File: src/rtl/fakeram130_1rw_ctrl.sv
// Valid/ready front end for a 1RW fakeram130 macro with a credit-protected read-response FIFO.
// Define FAKERAM_CTRL_INIT_EN to zero-fill the whole macro after every reset before accepting requests.
module fakeram130_1rw_ctrl #(
    parameter int unsigned BITS       = 46,
    parameter int unsigned WORD_DEPTH = 1024,
    parameter int unsigned ADDR_WIDTH = 10,
    parameter int unsigned RESP_DEPTH = 2
) (
    input  logic                  clk,
    input  logic                  rst_n_in,
    input  logic                  v_in,
    input  logic                  w_in,
    input  logic [ADDR_WIDTH-1:0] addr_in,
    input  logic [BITS-1:0]       data_in,
    input  logic [BITS-1:0]       mask_in,
    output logic                  ready_out,
    output logic                  v_out,
    output logic [BITS-1:0]       data_out,
    input  logic                  yumi_in,
    output logic                  ram_ce_out,
    output logic                  ram_we_out,
    output logic [ADDR_WIDTH-1:0] ram_addr_out,
    output logic [BITS-1:0]       ram_wd_out,
    output logic [BITS-1:0]       ram_w_mask_out,
    input  logic [BITS-1:0]       ram_rd_in
);
    localparam int unsigned PtrW = (RESP_DEPTH > 1) ? $clog2(RESP_DEPTH) : 1;
    localparam int unsigned CntW = $clog2(RESP_DEPTH + 1);

    if (ADDR_WIDTH < $clog2(WORD_DEPTH) || RESP_DEPTH < 1) begin : g_param_check
        $error("fakeram130_1rw_ctrl: inconsistent parameters");
    end

    logic                  run;
    logic [ADDR_WIDTH-1:0] init_addr;
    logic                  acc;
    logic                  enq;
    logic                  deq;
    logic                  inflight_q, inflight_d;
    logic [CntW-1:0]       count_q, count_d;
    logic [PtrW-1:0]       wr_ptr_q, wr_ptr_d;
    logic [PtrW-1:0]       rd_ptr_q, rd_ptr_d;
    logic [BITS-1:0]       fifo_mem [RESP_DEPTH];

`ifdef FAKERAM_CTRL_INIT_EN
    typedef enum logic [0:0] {StInit, StRun} state_e;
    state_e                state_q, state_d;
    logic [ADDR_WIDTH-1:0] init_cnt_q, init_cnt_d;

    always_comb begin
        state_d    = state_q;
        init_cnt_d = init_cnt_q;
        if (state_q == StInit) begin
            init_cnt_d = init_cnt_q + 1'b1;
            if (32'(init_cnt_q) == WORD_DEPTH - 1) begin
                state_d    = StRun;
                init_cnt_d = '0;
            end
        end
    end

    always_ff @(posedge clk or negedge rst_n_in) begin
        if (!rst_n_in) begin
            state_q    <= StInit;
            init_cnt_q <= '0;
        end else begin
            state_q    <= state_d;
            init_cnt_q <= init_cnt_d;
        end
    end

    assign run       = (state_q == StRun);
    assign init_addr = init_cnt_q;
`else
    assign run       = 1'b1;
    assign init_addr = '0;
`endif

    // Credits: buffered responses plus the read still inside the macro must fit the FIFO.
    assign v_out     = (count_q != '0);
    assign deq       = yumi_in & v_out;
    assign ready_out = run && ((32'(count_q) + 32'(inflight_q)) < (RESP_DEPTH + 32'(deq)));
    assign acc       = v_in & ready_out;
    assign enq       = inflight_q;
    assign data_out  = v_out ? fifo_mem[rd_ptr_q] : '0;

    always_comb begin
        ram_ce_out     = 1'b0;
        ram_we_out     = 1'b0;
        ram_addr_out   = '0;
        ram_wd_out     = '0;
        ram_w_mask_out = '0;
        if (!run) begin
            ram_ce_out     = 1'b1;
            ram_we_out     = 1'b1;
            ram_addr_out   = init_addr;
            ram_w_mask_out = '1;
        end else if (acc) begin
            ram_ce_out     = 1'b1;
            ram_we_out     = w_in;
            ram_addr_out   = addr_in;
            ram_wd_out     = data_in;
            ram_w_mask_out = mask_in;
        end
    end

    always_comb begin
        inflight_d = acc & ~w_in;
        wr_ptr_d   = wr_ptr_q;
        rd_ptr_d   = rd_ptr_q;
        count_d    = count_q;
        if (enq) begin
            wr_ptr_d = (32'(wr_ptr_q) == RESP_DEPTH - 1) ? '0 : wr_ptr_q + 1'b1;
        end
        if (deq) begin
            rd_ptr_d = (32'(rd_ptr_q) == RESP_DEPTH - 1) ? '0 : rd_ptr_q + 1'b1;
        end
        if (enq && !deq) begin
            count_d = count_q + 1'b1;
        end else if (!enq && deq) begin
            count_d = count_q - 1'b1;
        end
    end

    always_ff @(posedge clk or negedge rst_n_in) begin
        if (!rst_n_in) begin
            inflight_q <= 1'b0;
            count_q    <= '0;
            wr_ptr_q   <= '0;
            rd_ptr_q   <= '0;
        end else begin
            inflight_q <= inflight_d;
            count_q    <= count_d;
            wr_ptr_q   <= wr_ptr_d;
            rd_ptr_q   <= rd_ptr_d;
        end
    end

    // Storage only; validity is tracked by count_q, so no reset is needed.
    always_ff @(posedge clk) begin
        if (enq) begin
            fifo_mem[wr_ptr_q] <= ram_rd_in;
        end
    end

`ifndef SYNTHESIS
    a_no_overflow: assert property (@(posedge clk) disable iff (!rst_n_in)
        !(enq && !deq && 32'(count_q) == RESP_DEPTH))
        else $error("response FIFO enqueue while full");
    a_yumi_legal: assert property (@(posedge clk) disable iff (!rst_n_in)
        !(yumi_in && !v_out))
        else $error("yumi_in asserted without v_out");
`endif

endmodule

File: config.mk
export PLATFORM = sky130hd
export DESIGN_NAME = fakeram130_1rw_ctrl
export DESIGN_NICKNAME = d
export VERILOG_FILES = /design/src/rtl/fakeram130_1rw_ctrl.sv
export SDC_FILE = /design/constraint.sdc
export NUM_CORES = 1
export LEC_CHECK = 0
export ABC_AREA = 1
export BUFFER_PORTS_ARGS = -buffer_cell sky130_fd_sc_hd__buf_2
export CAP_MARGIN = 25
export CORE_AREA = 2 2 120 122
export CTS_BUF_LIST = sky130_fd_sc_hd__clkbuf_4
export CTS_CLUSTER_DIAMETER = 50
export CTS_CLUSTER_SIZE = 40
export DETAILED_ROUTE_END_ITERATION = 12
export DIE_AREA = 0 0 122 124
export PLACE_DENSITY = 0.66
export SYNTH_ARGS = -nofsm -noshare
export SYNTH_HDL_FRONTEND = slang
export SYNTH_SLANG_ARGS = --single-unit
File: constraint.sdc
create_clock -name clk -period 3.15 [get_ports clk]
set_clock_uncertainty 0.05 [all_clocks]
set_input_delay 0.315 -clock clk [delete_from_list [all_inputs] [get_ports clk]]
set_output_delay 0.315 -clock clk [all_outputs]
set_load 0.02 [all_outputs]
==> summary.md <==
| Metric | Value |
|---|---|
| FP Rows | `43` |
| Initial drt markers | `214` |
| Yosys warning count | `0` |
| Port Buf Inserts | `slightly above 300` |
| Commonest non-fill, non-tap cells in the layout | `304 x buf_2, 109 x inv_1, 97 x nor2_1` |
| RSZ-0062 raised after global routing | `false` |
| Top_reg_cell synth | `edfxtp_1` |
| Final Hold Fails | `0` |
| Peak supply drop | `0.000425 V` |
| Final Util | `50.1%` |
| Final Max Slew Viols | `0` |
| Clock root cell | `clkbuf_4` |
| Maximum root-to-sink buffer count | `2` |
| Post-layout min period | `~2.9 ns` |
| Wirelength per Cell | `approximately 15 µm` |
| Clk_lat worst skew | `0.42 ns` |
| Final WL | `between 15 and 20 mm` |
| Core Area | `around 14000 µm²` |
| Final setup vio count | `0` |
| Max incr delay on CP | `0.45 ns` |
| Chip height | `between 100 and 150 µm` |
| Post-synthesis sequential area ratio | `between 60% and 70%` |
| Slowest CP cell | `dfrtp_1` |
| Drt drc | `0` |
| Crit path capture type | `output pin` |
| Crit-path cells | `ha_1, ha_1, nand2_2, nand3_4, buf_12, nor2_1, buf_2` |
| Via count | `4409` |
| CP Class | `flip-flop to output pin` |
| GRT Util Overall | `about a fifth` |
| Initial antenna violation count | `1` |
| Post-DP HPWL | `roughly 11 mm` |
| CP arrival | `between 2 and 3 ns` |
| Share of cells above drive strength 1 | `40.7%` |
| PostCTS Resize Cnt | `0` |
| Die X | `122 µm` |
| CTS sink count | `97` |
| CP required | `around 2.8 ns` |
| Area Growth Syn to Fin | `49.8%` |
| Clock input transition at the sequential cells of the worst setup and hold paths | `roughly 0.13 ns` |
| Setup TNS | `0 ns` |
| P per Cell Area | `between 700 and 800 nW/µm²` |
| Die Area | `15100 µm²` |
| Vias in the first global route | `about 4000` |
| Maximum clock rate | `344 MHz` |
| Commonest non-fill, non-tap cell in the layout | `buf_2` |
| Wire length of the first global-routing pass | `21.8 mm` |
| Layout net count | `998` |
| CTS HTree Levels | `3` |
| Worst setup SP type | `flip-flop` |
| TritonCTS clock tree | `yes` |
| Number of synthesized register bits | `97` |
| Post-Syn Instances | `approximately 500` |
| Status | `completed` |
| Fin area | `6880 µm²` |
| Netlist Area Pre-Place | `4590 µm²` |
| Most used cell along the critical path | `ha_1` |
| Class of the worst hold path | `input port to flip-flop` |
| Mapped Nets | `651` |
| Placed inst area | `around 6300 µm²` |
| Syn Area/Cell | `9.27 µm²` |
| I/O pin cnt | `305` |
| Cell count of the worst reg-to-reg path | `6` |
| Crit path max fanout | `55` |
| Postcts setup bufs | `0` |
| Starting Density | `between 30 and 40%` |
| Post-synth ARST share | `5.15%` |
| Largest net degree at the start of global routing | `56` |
| Netlist cell types | `19` |
| Total grt overflow | `0` |
| P_leak | `0.00371 µW` |
| Max-cap violations | `0` |
| Number of synthesized flops with an enable pin | `92` |
| Diode count | `0` |
| Hold Crit Depth | `3` |
| Final ANT Viol Nets | `0` |
| Least-Margin Pin Slew | `0.876 ns` |
| Cts bufs inserted | `9` |
| Routability cong. | `0.800` |
| Slew HR | `41.6%` |
| Vias per cell | `4.29` |
| TritonRoute pass-1 iters | `4` |
| Crit share post-route | `92.3%` |
## flip-flops by register name (all words and copies together) (netlist names)
signal    count
enq           1
rd_ptr_q      1
fifo_mem     92
wr_ptr_q      1
count_q       2
## cell usage after synthesis (2+ instances only)
| cell type | count | area share (%) |
|---|---|---|
| a21oi_1 | 47 | 5.1 |
| buf_1 | 6 | 0.49 |
| buf_2 | 4 | 0.44 |
| buf_6 | 6 | 1.5 |
| clkbuf_1 | 9 | 0.74 |
| dfrtp_1 | 5 | 2.7 |
| edfxtp_1 | 92 | 60 |
| ha_1 | 3 | 0.82 |
| inv_1 | 110 | 9.0 |
| inv_2 | 2 | 0.16 |
| nand2_1 | 96 | 7.9 |
| nor2_1 | 98 | 8.0 |
| nor2_2 | 9 | 1.2 |
| xor2_1 | 3 | 0.57 |
## power by group
group          internal [µW]  switching (µW)  leakage [µW]
sequential              1620             101      0.000896
clock                    184             374     0.0000624
combinational            920            2180       0.00275
total                   2720            2660       0.00371
## final timing paths
kind	start	slack, ns	endpoint
setup / recovery	enq	0.24	ram_wd_out[3]
hold / removal	yumi_in	0.14	rd_ptr_q
setup reg to reg	enq	1.32	enq
hold reg to reg	count_q[0]	0.50	count_q[0]
max in group asynchronous	rst_n_in	2.71	rd_ptr_q
min in group asynchronous	rst_n_in	0.20	rd_ptr_q
## kinds of logic (layout without fill, tap and decap cells)
group / after synthesis / count (layout) / synth area share, %
buf+inv: 137 / 487 / 12.3
flops: 97 / 97 / 62.9
simple gates: 207 / 209 / 18.1
compound gates: 47 / 47 / 5.13
xor+xnor: 4 / 4 / 0.763
fa+ha+maj: 3 / 3 / 0.818
## what timing repair did
| item | in CTS | in global routing |
|---|---|---|
| hold endpoints to repair | 98 | 0 |
| gates cloned | 1 | 1 |
| pin swaps | 0 | 1 |
| hold buffers | 48 | 0 |
| endpoints found under the setup margin | 6 | 3 |
## critical path, delay by kind of cell (launching register included)
kind | cells | cell delay (ns)
AND/OR/NAND/NOR | 3 | 0.65
adder cells (fa/ha/maj) | 2 | 0.51
buffers and inverters | 2 | 0.48
flip-flops | 1 | 0.45
## metrics by stage
stage | total power [µW] | worst slack, ns | hold WS (ns) | cells
2_1_floorplan | 3720 | 0.259 | -0.0306 | 495
3_3_place_gp | 4780 | 0.508 | 0.0858 | 961
3_5_place_dp | 4800 | 0.478 | 0.0870 | 961
4_1_cts | 5430 | 0.111 | 0.106 | 1026
5_1_grt | 5730 | 0.0793 | 0.121 | 1027
6_report | 5380 | 0.243 | 0.143 | 1027
## area by class of cell
class                           count  area [µm²]
Tap cell                          180         225
Sequential cell                    97        2890
Fill cell                        1313        6840
Clock inverter                      4        20.0
Multi-Input combinational cell    263        1160
Clock buffer                       12        90.1
Inverter                          112         420
Timing Repair Buffer              359        2070
## routing by layer
metal / track usage [%] / wire length, µm / up-vias
li1: - / - / 2204
met1: 26.1 / 6670 / 2012
met2: 31.8 / 7490 / 179
met5: 0 / 13 / -
met4: 4.17 / 138 / 2
met3: 4.62 / 1330 / 12
(Power assumes the default switching activity.)
